$ cat src/rtl/uart_tx_serial.sv
// uart_tx_serial: 8N1 serial transmitter with a small character FIFO.
// Characters arrive over a valid/ready handshake, queue in a circular buffer,
// and are shifted out LSB first: one start bit, eight data bits, one stop bit.
// Every bit lasts exactly CLK_DIV clk cycles. Back-to-back frames have no idle gap.
//
// Ports:
//   clk      system clock, rising edge
//   rst      synchronous active-high reset
//   i_data   character to transmit
//   i_valid  i_data valid this cycle
//   o_ready  FIFO can accept; push happens when i_valid && o_ready
//   o_tx     serial line, idle high, registered
//   o_busy   frame on the line or FIFO non-empty
//   o_level  FIFO occupancy, 0..FIFO_DEPTH
module uart_tx_serial #(
    parameter int unsigned CLK_DIV    = 16,
    parameter int unsigned FIFO_DEPTH = 4
) (
    input  logic                          clk,
    input  logic                          rst,
    input  logic [7:0]                    i_data,
    input  logic                          i_valid,
    output logic                          o_ready,
    output logic                          o_tx,
    output logic                          o_busy,
    output logic [$clog2(FIFO_DEPTH):0]   o_level
);

    localparam int unsigned PtrW  = $clog2(FIFO_DEPTH);
    localparam int unsigned LvlW  = PtrW + 1;
    localparam int unsigned BaudW = $clog2(CLK_DIV);

    localparam logic [LvlW-1:0]  LvlFull = LvlW'(FIFO_DEPTH);
    localparam logic [BaudW-1:0] BaudMax = BaudW'(CLK_DIV - 1);

    typedef enum logic [1:0] {StIdle, StStart, StData, StStop} state_e;

    // FIFO storage and bookkeeping
    logic [7:0]      mem [FIFO_DEPTH];
    logic [PtrW-1:0] wr_ptr_q, rd_ptr_q;
    logic [LvlW-1:0] level_q, level_d;
    logic            push, pop;
    logic [7:0]      head;

    // Transmit FSM
    state_e          state_q, state_d;
    logic [BaudW-1:0] baud_q, baud_d;
    logic [2:0]      bit_q, bit_d;
    logic [7:0]      shift_q, shift_d;
    logic            tx_q, tx_d;

    // Ready comes only from registered occupancy (plus reset), never from i_valid.
    assign o_ready = (level_q != LvlFull) && !rst;
    assign push    = i_valid && o_ready;
    assign head    = mem[rd_ptr_q];

    always_comb begin
        level_d = level_q;
        case ({push, pop})
            2'b10:   level_d = level_q + LvlW'(1);
            2'b01:   level_d = level_q - LvlW'(1);
            default: level_d = level_q;
        endcase
    end

    // Storage needs no reset; occupancy and pointers define what is valid.
    always_ff @(posedge clk) begin
        if (push) begin
            mem[wr_ptr_q] <= i_data;
        end
    end

    always_comb begin
        state_d = state_q;
        baud_d  = baud_q;
        bit_d   = bit_q;
        shift_d = shift_q;
        pop     = 1'b0;

        unique case (state_q)
            StIdle: begin
                if (level_q != '0) begin
                    pop     = 1'b1;
                    shift_d = head;
                    bit_d   = 3'd0;
                    baud_d  = BaudMax;
                    state_d = StStart;
                end
            end
            StStart: begin
                if (baud_q == '0) begin
                    baud_d  = BaudMax;
                    state_d = StData;
                end else begin
                    baud_d = baud_q - BaudW'(1);
                end
            end
            StData: begin
                if (baud_q == '0) begin
                    baud_d = BaudMax;
                    if (bit_q == 3'd7) begin
                        state_d = StStop;
                    end else begin
                        shift_d = {1'b0, shift_q[7:1]};
                        bit_d   = bit_q + 3'd1;
                    end
                end else begin
                    baud_d = baud_q - BaudW'(1);
                end
            end
            StStop: begin
                if (baud_q == '0) begin
                    // Chain straight into the next frame when data is waiting.
                    if (level_q != '0) begin
                        pop     = 1'b1;
                        shift_d = head;
                        bit_d   = 3'd0;
                        baud_d  = BaudMax;
                        state_d = StStart;
                    end else begin
                        state_d = StIdle;
                    end
                end else begin
                    baud_d = baud_q - BaudW'(1);
                end
            end
            default: state_d = StIdle;
        endcase

        // Line level follows the state being entered so o_tx can be registered.
        case (state_d)
            StStart: tx_d = 1'b0;
            StData:  tx_d = shift_d[0];
            default: tx_d = 1'b1;
        endcase
    end

    always_ff @(posedge clk) begin
        if (rst) begin
            state_q  <= StIdle;
            baud_q   <= '0;
            bit_q    <= '0;
            shift_q  <= '0;
            tx_q     <= 1'b1;
            wr_ptr_q <= '0;
            rd_ptr_q <= '0;
            level_q  <= '0;
        end else begin
            state_q  <= state_d;
            baud_q   <= baud_d;
            bit_q    <= bit_d;
            shift_q  <= shift_d;
            tx_q     <= tx_d;
            level_q  <= level_d;
            if (push) wr_ptr_q <= wr_ptr_q + PtrW'(1);
            if (pop)  rd_ptr_q <= rd_ptr_q + PtrW'(1);
        end
    end

    assign o_tx    = tx_q;
    assign o_level = level_q;
    assign o_busy  = (state_q != StIdle) || (level_q != '0);

endmodule

$ cat config.mk
export PLATFORM = sky130hd
export DESIGN_NAME = uart_tx_serial
export DESIGN_NICKNAME = d
export VERILOG_FILES = /design/src/rtl/uart_tx_serial.sv
export SDC_FILE = /design/constraint.sdc
export NUM_CORES = 1
export LEC_CHECK = 0
export BUFFER_PORTS_ARGS = -buffer_cell sky130_fd_sc_hd__clkbuf_2
export CORE_ASPECT_RATIO = 1.25
export CORE_MARGIN = 2
export CORE_UTILIZATION = 32
export CTS_CLUSTER_SIZE = 8
export DETAILED_ROUTE_END_ITERATION = 12
export HOLD_SLACK_MARGIN = 0.1
export PLACE_DENSITY = 0.49
export SLEW_MARGIN = 10
export SYNTH_ARGS = -nofsm -noshare
export SYNTH_HDL_FRONTEND = slang
export SYNTH_SLANG_ARGS = --single-unit
$ cat constraint.sdc
create_clock -name clk -period 7.1 [get_ports clk]
set_input_delay 1.42 -clock clk [delete_from_list [all_inputs] [get_ports clk]]
set_output_delay 1.42 -clock clk [all_outputs]
set_load 0.01 [all_outputs]
==> metrics.md <==
| Metric | Value |
|---|---|
| Status | `finished clean` |
| Final net count | `around 260` |
| Commonest non-fill, non-tap cell in the layout | `edfxtp_1` |
| Std cell rows | `37` |
| Worst Setup SP | `rst` |
| Syn Nets | `~250` |
| Min cycle time layout | `just under 4 ns` |
| Library cells used by synthesis | `41` |
| Worst skew pair latency | `0.33 ns` |
| Dpl cells | `between 300 and 400` |
| DP HPWL | `between 3000 and 4000 um` |
| CP Class | `primary input to output port` |
| Setup violations, final | `0` |
| Avg WL per Cell | `roughly 14 um` |
| Drt drc | `0` |
| Placer congestion estimate | `roughly 0.77` |
| Syn Area/Cell | `about 12 sq um` |
| Slew headroom | `between 60% and 70%` |
| Via density | `around 5` |
| GRT overflow | `0` |
| Max clock buf depth | `2` |
| Synth warn | `0` |
| Register area share after synthesis | `57.0%` |
| Layout cells sized above 1 | `17.4%` |
| Synth-to-Final Area Change | `14.0%` |
| Arr. time, crit path | `between 2 and 2.5 ns` |
| IO Pins | `17` |
| Max-cap viol count | `0` |
| WL final | `~4900 um` |
| Hold Fails Final Rpt | `0` |
| CP Launch Type | `primary input` |
| Die Width | `~85 um` |
| Post-Route Setup TNS | `0 ns` |
| RSZ-0062 raised after global routing | `no` |
| Most frequent cells in the layout | `edfxtp_1 (32), nor2_1 (31), dfxtp_1 (27)` |
| Worst hold-check path type | `flop to flop` |
| Clk pin slew, worst setup/hold paths | `around 0.070 ns` |
| Maximum vdd ir drop | `around 0.17 mV` |
| Worst setup path end | `o_ready` |
| Vias in the first global route | `1750` |
| Root buf cell | `clkbuf_8` |
| Reg2Reg Depth | `9` |
| Setup slack, reg-to-reg | `4.32 ns` |
| Post-synth ARST share | `0%` |
| CP Capture Type | `output port` |
| Setup ws final | `~3.2 ns` |
| First-pass GRT wire length | `slightly above 8000 um` |
| Non-Filler Instances | `between 300 and 400` |
| Power Density | `401 nW/um^2` |
| Post-CTS Hold Fix Bufs | `0` |
| Clk sinks | `59` |
| Final hold slack | `around 0.46 ns` |
| Post-place setup slack | `~3.2 ns` |
| Diodes inserted | `0` |
| Largest net degree at the start of global routing | `28` |
| Core area | `8100 sq um` |
| Slew Limit Fails | `0` |
| CTS resizes | `0` |
| Initial Util | `32.5%` |
| Via count | `~1700` |
| Fin crit share | `between 50% and 60%` |
| R2R Path Start | `state_q[1]` |
| Die ar. | `roughly 9000 sq um` |
| Clock skew | `between 0.004 and 0.005 ns` |
| CTS buffer count | `9` |
| H-Tree Depth | `3` |
| Initial DRC Count | `between 100 and 150` |
| Mapped Cells | `222` |
| DRT Pass-1 Iters | `5` |
| Post-route ant nets | `0` |
| Leak Pwr | `about 0.0011 uW` |
| Antenna violations before repair | `0` |
| Buffers on Ports | `16` |
| Cell area after synthesis | `2630 sq um` |
| Total GRT Usage | `between 10% and 20%` |
| Postcts setup bufs | `0` |
| Most used DFF post-synth | `edfxtp_1` |
| Die H | `about 110 um` |
| Worst reg2reg endpoint | `o_level[2]` |
| EDFF count, synth | `32` |
| CTS tree | `yes` |
| Yosys reg bits | `59` |
| Worst-Margin Slew | `roughly 0.59 ns` |
| Max Freq | `about 260 MHz` |
| Crit path required time | `5.68 ns` |
| Max FO, Critical Path | `27` |
## cells by family (layout without fill, tap and decap cells)
family / Yosys count / in the layout / synth area share, %
adder cells (fa/ha/maj): 14 / 14 / 6.94
AND/OR/NAND/NOR: 60 / 60 / 10.7
AO/OA/AOI/OAI: 51 / 51 / 13.0
buffers and inverters: 25 / 45 / 3.85
multiplexers: 8 / 8 / 6.84
flip-flops: 59 / 59 / 57.0
XOR/XNOR: 5 / 5 / 1.66
## critical path: stages
cell and delay [ns]:
clkbuf_2 0.35, a31oi_1 0.46, clkbuf_2 0.21
## metal layers
metal  wire [um]  track usage (%)
met5           0                0
met4          76             5.67
met3         191             3.99
met2        2440             19.6
met1        2140             13.7
## cell type report
class                      instances  area, sq um
multi-input combinational        138         1030
fill                             758         5100
tap                               97          121
sequential                        59         1500
timing repair buffer              17         87.6
clock buffer                       9          124
inverter                          12         45.0
clock inverter                     7         92.6
## sequential cells by signal, indices dropped and copies added, names as in the netlist, named ones only
name      count
mem          32
shift_q       8
baud_q        4
bit_q         3
o_level       3
rd_ptr_q      2
state_q       2
wr_ptr_q      2
o_tx          1
## synthesized netlist by cell type (4+ instances only)
library cell | instances | area share [%]
and3_1 | 4 | 0.95
dfxtp_1 | 27 | 21
a21oi_1 | 18 | 3.4
inv_1 | 12 | 1.7
nor2_1 | 31 | 4.4
buf_2 | 6 | 1.1
nor3_1 | 5 | 0.95
edfxtp_1 | 32 | 36
mux4_2 | 8 | 6.8
nand2_1 | 9 | 1.3
a22oi_1 | 7 | 2.0
ha_1 | 13 | 6.2
o21ai_0 | 4 | 0.76
clkbuf_1 | 6 | 0.86
## report_power, final
part | leakage (uW) | switching (uW) | total, uW | internal, uW
clock network | 0.000101 | 134 | 330 | 196
logic | 0.000500 | 245 | 410 | 165
registers | 0.000511 | 46.2 | 465 | 419
## through the flow
stage	util [%]	area (sq um)	power [uW]
floorplan	-	2630	789
global placement	34.4	2790	890
detailed placement	34.4	2790	889
CTS	37.1	3000	1220
global route	37.1	3000	1300
finish	37.1	3000	1210
## worst min-delay path by stage
| stage | startpoint | to | slack (ns) | cells past startpoint |
|---|---|---|---|---|
| floorplan | shift_q[7] | shift_q[7] | 0.43 | 2 |
| global placement | shift_q[7] | shift_q[7] | 0.44 | 2 |
| detailed placement | shift_q[7] | shift_q[7] | 0.45 | 2 |
| CTS | shift_q[7] | shift_q[7] | 0.46 | 2 |
| global route | shift_q[7] | shift_q[7] | 0.50 | 2 |
| finish | shift_q[7] | shift_q[7] | 0.46 | 2 |
(Power assumes the default switching activity.)
